`src/rtl/io_input_debounce.sv`:
```
// Input conditioning for the LSU: synchronises raw keys/switches into i_clk, debounces keys, emits press pulses.
// Build option: define SW_DEBOUNCE_EN to debounce the 32 switches with one shared counter.
module io_input_debounce #(
  parameter int SYNC_STAGES = 2,
  parameter int DB_CYCLES   = 500000,
  localparam int CNT_W      = $clog2(DB_CYCLES + 1)
) (
  input  logic        i_clk,
  input  logic        i_rst_n,
  input  logic [3:0]  i_btn_raw,
  input  logic [31:0] i_sw_raw,
  output logic [3:0]  o_io_btn,
  output logic [31:0] o_io_sw,
  output logic [3:0]  o_btn_press
);

  localparam logic [CNT_W-1:0] CNT_MAX = CNT_W'(DB_CYCLES - 1);

  // Synchroniser chains: stage 0 samples the raw pins, the last stage is the clean copy.
  logic [SYNC_STAGES-1:0][3:0]  btn_sync_q;
  logic [SYNC_STAGES-1:0][31:0] sw_sync_q;
  logic [3:0]                   s_btn;
  logic [31:0]                  s_sw;

  always_ff @(posedge i_clk) begin
    if (!i_rst_n) begin
      btn_sync_q <= '1;
      sw_sync_q  <= '0;
    end else begin
      btn_sync_q[0] <= i_btn_raw;
      sw_sync_q[0]  <= i_sw_raw;
      for (int k = 1; k < SYNC_STAGES; k++) begin
        btn_sync_q[k] <= btn_sync_q[k-1];
        sw_sync_q[k]  <= sw_sync_q[k-1];
      end
    end
  end

  assign s_btn = btn_sync_q[SYNC_STAGES-1];
  assign s_sw  = sw_sync_q[SYNC_STAGES-1];

  // Per-key debounce: the count only advances while the synced level disagrees with the
  // stable level, so any agreement (a glitch ending) drops it back to zero.
  logic [3:0]            btn_q, btn_d;
  logic [3:0]            press_q, press_d;
  logic [3:0][CNT_W-1:0] btn_cnt_q, btn_cnt_d;

  always_comb begin
    btn_d     = btn_q;
    press_d   = '0;
    btn_cnt_d = '0;
    for (int i = 0; i < 4; i++) begin
      if (s_btn[i] != btn_q[i]) begin
        if (btn_cnt_q[i] >= CNT_MAX) begin
          btn_d[i]   = s_btn[i];
          press_d[i] = btn_q[i];
        end else begin
          btn_cnt_d[i] = btn_cnt_q[i] + CNT_W'(1);
        end
      end
    end
  end

  always_ff @(posedge i_clk) begin
    if (!i_rst_n) begin
      btn_q     <= 4'hF;
      press_q   <= 4'h0;
      btn_cnt_q <= '0;
    end else begin
      btn_q     <= btn_d;
      press_q   <= press_d;
      btn_cnt_q <= btn_cnt_d;
    end
  end

  // Switch path: one output register, optionally gated by a shared stability counter.
  logic [31:0] sw_q, sw_d;

`ifdef SW_DEBOUNCE_EN
  logic [31:0]      sw_prev_q;
  logic [CNT_W-1:0] sw_cnt_q, sw_cnt_d;

  always_comb begin
    sw_d     = sw_q;
    sw_cnt_d = '0;
    if ((s_sw == sw_prev_q) && (s_sw != sw_q)) begin
      if (sw_cnt_q >= CNT_MAX) begin
        sw_d = s_sw;
      end else begin
        sw_cnt_d = sw_cnt_q + CNT_W'(1);
      end
    end
  end

  always_ff @(posedge i_clk) begin
    if (!i_rst_n) begin
      sw_prev_q <= '0;
      sw_cnt_q  <= '0;
    end else begin
      sw_prev_q <= s_sw;
      sw_cnt_q  <= sw_cnt_d;
    end
  end
`else
  assign sw_d = s_sw;
`endif

  always_ff @(posedge i_clk) begin
    if (!i_rst_n) begin
      sw_q <= '0;
    end else begin
      sw_q <= sw_d;
    end
  end

  assign o_io_btn    = btn_q;
  assign o_btn_press = press_q;
  assign o_io_sw     = sw_q;

endmodule

```
`config.mk`:
```
export PLATFORM = sky130hd
export DESIGN_NAME = io_input_debounce
export DESIGN_NICKNAME = d
export VERILOG_FILES = /design/src/rtl/io_input_debounce.sv
export SDC_FILE = /design/constraint.sdc
export NUM_CORES = 1
export LEC_CHECK = 0
export CORE_UTILIZATION = 29
export DETAILED_ROUTE_END_ITERATION = 12
export PLACE_DENSITY_LB_ADDON = 0.05
export SYNTH_ARGS = -nofsm -noshare
export SYNTH_HDL_FRONTEND = slang
export SYNTH_SLANG_ARGS = --single-unit
```
`constraint.sdc`:
```
create_clock -name i_clk -period 2.3 [get_ports i_clk]
set_clock_uncertainty 0.2 [all_clocks]
set_input_delay 0.23 -clock i_clk [delete_from_list [all_inputs] [get_ports i_clk]]
set_output_delay 0.23 -clock i_clk [all_outputs]
set_load 0.005 [all_outputs]
```
==> results.ini, run 1 <==
[worst_setup_path]
startpoint=btn_cnt_q[67]$_SDFF_PP0_
crit_chain=or4_4, nor4_2, o311ai_1, nand4_4, buf_4, nor2_1
critPathArrivalTime_ps=2270
reg2reg_from=btn_cnt_q[67]$_SDFF_PP0_
worstSetupPathType=register to register
cp_num_buf_inv=1
cp-start-kind=register
critPathCaptureType=register
max_stage_delay_ps=570
crit_fanout=19
cpLargestDelayFamily=simple AND/OR/NAND/NOR gates
crit_required_ps=2410
slowest_stage=or4_4

[power]
power_mw=6.31
peakVddDrop_uv=356
leakagePower_nw=2.96
p_per_area_nw_per_um2=762

[detailed_routing]
first_pass_iters=4
wl_um=12600
ant_nets=0
wl_met3_um=762
wl_per_cell_um=12.2
wl_met2_um=5670
drt-met1-wl_um=5920
drt_iter0_markers=152
vias=4476
routed_via_density=4.36
top_layer=met4
drc=0

[min_path]
hold_class=input port to register
hp-start=i_sw_raw[26]

[yosys]
yosys.cell_types.count=48
avgSynthCellArea_um2=10.2
async_flop_share_pct=0
syn_inst=647
yosys_warnings=0
synth_seq_cells=188
synth-edff-count=0
synth_largest_area_cell=dfxtp_1
synth_top_area_share_pct=57.0
synth_nets=689
syn_area_um2=6610
synthFlopType=dfxtp_1
seq_area_frac_synth_pct=57.0
synth.area.top_cells=dfxtp_1 57%, and2_1 9.5%, nor2_1 5.1%

[grt]
grt_max_degree=44
grt-ovfl-total=0
antenna_found_initial=0
grtUsageTotal_pct=11.6
grt_first_pass_wirelength_um=21600
grt_pass1_vias=4429

[floorplan]
die_y_um=153
fp.dieW_um=153
rows=54
die-area_um2=23400
pin_count=78
start_util_pct=29.9
core_um2=22100

[finish]
n_antenna_cell=0
layout_commonest_cell=dfxtp_1
final_cell_mix=188 x dfxtp_1, 100 x and2_1, 90 x nor2_1, 76 x clkdlybuf4s50_1, 38 x xor2_1
fin_util_pct=37.5
final_nets=775
drive_gt1_share_pct=8.71
area_growth_pct=25.3

[timing]
tightestPinTransition_ps=573
tns_ps=0
max_slew_margin_pct=61.2
fin_crit_sh_pct=93.8
whs_ps=175
rsz0062_at_grt=false
fmax_mhz=463
fin_crit_ps=2160
setup_viol=0
worst_slack_ps=142
hold_viol_final=0
drv_slew=0

[placed_design]
portBuffers=77
place.gp.congestion=0.718
dp_hpwl_um=8540
post-place-ws_ps=121

[clock_network]
htreeDepth=4
clockBufferDepth=2
numCtsBuffers=17
cts_root_buf=clkbuf_16
cts_sinks=188
cts_tree=built
clock_latency_ps=430
clk_pin_slew_ps=70

[status]
outcome=completed

[run]
maxCapViolations=0

==> power breakdown <==
part	switching, mW	total [mW]	internal (mW)
clock	1.35	2.77	1.42
combinational	0.0713	0.196	0.125
sequential	0.0191	3.35	3.33
==> cell type report <==
cell class / instances / area (µm²)
Inverter: 7 / 26.3
Multi-Input combinational cell: 432 / 2740
Clock inverter: 15 / 133
Timing Repair Buffer: 87 / 846
Tap cell: 280 / 350
Fill cell: 2155 / 13800
Clock buffer: 17 / 425
Sequential cell: 188 / 3760
==> state kept, by name, indices dropped and copies added (netlist names) <==
name	flops
o_btn_press	4
o_io_btn	4
s_btn	4
o_io_sw	32
s_sw	32
btn_sync_q	4
sw_sync_q	32
btn_cnt_q	76
==> what timing repair did <==
item                                   in CTS  in global routing
endpoints found under the hold margin       6                  0
hold buffers                                1                  0
setup endpoints to repair                   0                 28
setup buffers                               0                  0
resized for setup                           0                  3
==> cells in the mapped netlist (3+ instances only) <==
cell        n
a21oi_1     3
nand3_1    21
nand2_1    34
and2_1    100
o21a_1      3
o311ai_1    3
and4b_1     4
nor4b_1     5
inv_1       7
a31oi_1     3
buf_6       3
nor4_1      5
nand2b_1    8
and4_1      4
ha_1        4
xor2_1     38
nand4_1    17
dfxtp_1   188
and3_1     11
xnor2_1    30
nor2_1     90
nor2b_1     4
clkbuf_1   16
nor3_1     15
==> worst reg2reg max path, cell delays in order, from the launching register on <==
cell and delay, ps:
dfxtp_1 340, or4_4 570, nor4_2 270, o311ai_1 220
nand4_4 130, buf_4 230, nor2_1 80
==> stage by stage <==
step / cells / instance area (µm²)
global route: 1026 / 8280
finish: 1026 / 8280
CTS: 1026 / 8260
floorplan: 647 / 6610
global placement: 993 / 7690
detailed placement: 993 / 7690
==> cell families after synthesis <==
family / synth area share (%)
and+or+nand+nor: 28.2
DFF: 57.0
xor gates and xnor gates: 9.01
buffers and inverters: 1.89
AOI/OAI and AO/OA: 3.05
adders and majority gates: 0.757
muxes: 0.151
==> layer usage <==
layer,up-vias,global-route usage [%]
li1,2300,-
met1,2084,14.1
met2,78,18.1
met3,14,4.34
met4,0,5.53
met5,-,0
==> final timing paths <==
| kind | end | slack [ps] | depth (start not counted) |
|---|---|---|---|
| worst min register to register | s_btn[0]$_SDFF_PN1_ | 210 | 1 |
| worst min-delay path | sw_sync_q[26]$_SDFF_PN0_ | 180 | 2 |
| worst max-delay path | btn_cnt_q[72]$_SDFF_PP0_ | 140 | 6 |
| worst max register to register | btn_cnt_q[72]$_SDFF_PP0_ | 140 | 6 |
No activity file was read; power rests on OpenSTA's default activity.
==> run 2: changes to the inputs <==
CORE_MARGIN = 2   (was not set)
GPL_TIMING_DRIVEN = 0   (was not set)
==> results.ini, run 2 (same netlist as run 1, synthesis figures left out) <==
[worst_setup_path]
crit_chain=or3_1, or4_1, o221ai_2, a21boi_2, mux2i_1
critPathCaptureType=register
crit_required_ps=2450
max_stage_delay_ps=430
crit_fanout=6
cpLargestDelayFamily=simple AND/OR/NAND/NOR gates
critPathArrivalTime_ps=2310
slowest_stage=or4_1
cp-start-kind=register
ff2ff_path_depth=5
cp_num_buf_inv=0
cp_num_cells=5
worstSetupPathType=register to register

[finish]
final_nets=793
top_register=btn_cnt_q
final_cell_mix=188 x dfxtp_1, 100 x and2_1, 90 x nor2_1, 76 x clkdlybuf4s50_1, 38 x xor2_1
fillers=2242
layout_commonest_cell=dfxtp_1
fin_util_pct=37.5
final_cells=1049
drive_gt1_share_pct=9.03
largest_register_ffs=76
area_growth_pct=27.8
n_antenna_cell=0
fin_area_um2=8440

[grt]
grtUsageTotal_pct=11.6
antenna_found_initial=0
grt_pass1_vias=4438
grt_max_degree=23
grt-ovfl-total=0
grt_first_pass_wirelength_um=22200

[clock_network]
cts_root_buf=clkbuf_16
clk_pin_slew_ps=80
cts_sinks=188
clockBufferDepth=2
htreeDepth=4
numCtsBuffers=17
cts_tree=built
clock_latency_ps=440

[detailed_routing]
wl_met3_um=687
ant_nets=0
drt-met1-wl_um=6320
wl_um=13100
top_layer=met4
wl_met2_um=5970
routed_via_density=4.30
wl_per_cell_um=12.5
vias=4506
drc=0
first_pass_iters=4
drt_iter0_markers=169

[placed_design]
dp_hpwl_um=9160
portBuffers=76
place_inst=1008
placed_cell_area_um2=7720
place.gp.congestion=0.758
post-place-ws_ps=-68.5

[timing]
hold_viol_final=0
fmax_mhz=462
fin_crit_sh_pct=94.1
setup_viol=0
tightestPinTransition_ps=724
fin_crit_ps=2160
drv_slew=0
tns_ps=0
rsz0062_at_grt=false
max_slew_margin_pct=51.3
worst_slack_ps=136

[power]
p_per_area_nw_per_um2=782
peakVddDrop_uv=337
leakagePower_nw=3.00

[floorplan]
die-area_um2=24000
die_y_um=155
fp.dieW_um=155
rows=55
start_util_pct=29.4
pin_count=78
core_um2=22500

[run]
maxCapViolations=0

[status]
outcome=completed

[min_path]
hold_depth=2
hold_class=input port to register

run 2: changes by cell type in the layout (fill, tap and decap cells not counted), moves of 3 or more:
| cell | change |
|---|---|
| buf_6 | +3 |
| clkbuf_1 | +16 |
| clkinv_4 | -6 |
| clkinv_8 | +3 |
| inv_12 | +4 |
| inv_8 | +3 |
run 2: per-stage QoR:
stage	hold WS (ps)	power, mW
3_5_place_dp	198	3.63
2_1_floorplan	131	3.50
5_1_grt	146	6.90
3_3_place_gp	197	3.63
6_report	162	6.61
4_1_cts	139	6.73
run 2: layout make-up:
cell class / instances / area [µm²] / area share [%]
plain buffers: 20 / 98.8 / 1.17
clock inverters: 15 / 200 / 2.37
clock buffers: 17 / 425 / 5.04
repair buffers: 85 / 828 / 9.81
well taps: 285 / 357 / 4.22
flip-flops and latches: 188 / 3760 / 44.6
multi-input cells: 432 / 2750 / 32.5
inverters: 7 / 26.3 / 0.311
run 2: per-layer routing:
metal / vias to the layer above / global-route usage (%)
met2: 64 / 18.7
met1: 2092 / 14.4
met5: - / 0
met3: 12 / 3.90
li1: 2338 / -
met4: 0 / 4.23
run 2: repair_timing:
| item | in CTS | in global routing |
|---|---|---|
| hold buffers | 0 | 0 |
| gates resized for setup | 2 | 2 |
| gates cloned | 0 | 0 |
| setup endpoints to repair | 22 | 27 |
| pin swaps | 1 | 3 |
| setup buffers | 1 | 8 |
run 2: worst paths after layout:
| check | start | end | slack (ps) |
|---|---|---|---|
| setup / recovery | btn_cnt_q[7]$_SDFF_PP0_ | o_io_btn[0]$_SDFFE_PN1P_ | 140 |
| setup reg to reg | btn_cnt_q[7]$_SDFF_PP0_ | o_io_btn[0]$_SDFFE_PN1P_ | 140 |
| hold / removal | i_btn_raw[2] | btn_sync_q[2]$_SDFF_PN1_ | 160 |
| hold reg to reg | btn_sync_q[0]$_SDFF_PN1_ | s_btn[0]$_SDFF_PN1_ | 210 |
run 2: report_power, final:
group          total (mW)  internal (mW)  switching [mW]
logic               0.208          0.129          0.0789
registers            3.35           3.33          0.0185
clock network        3.05           1.52            1.54
total                6.61           4.97            1.63
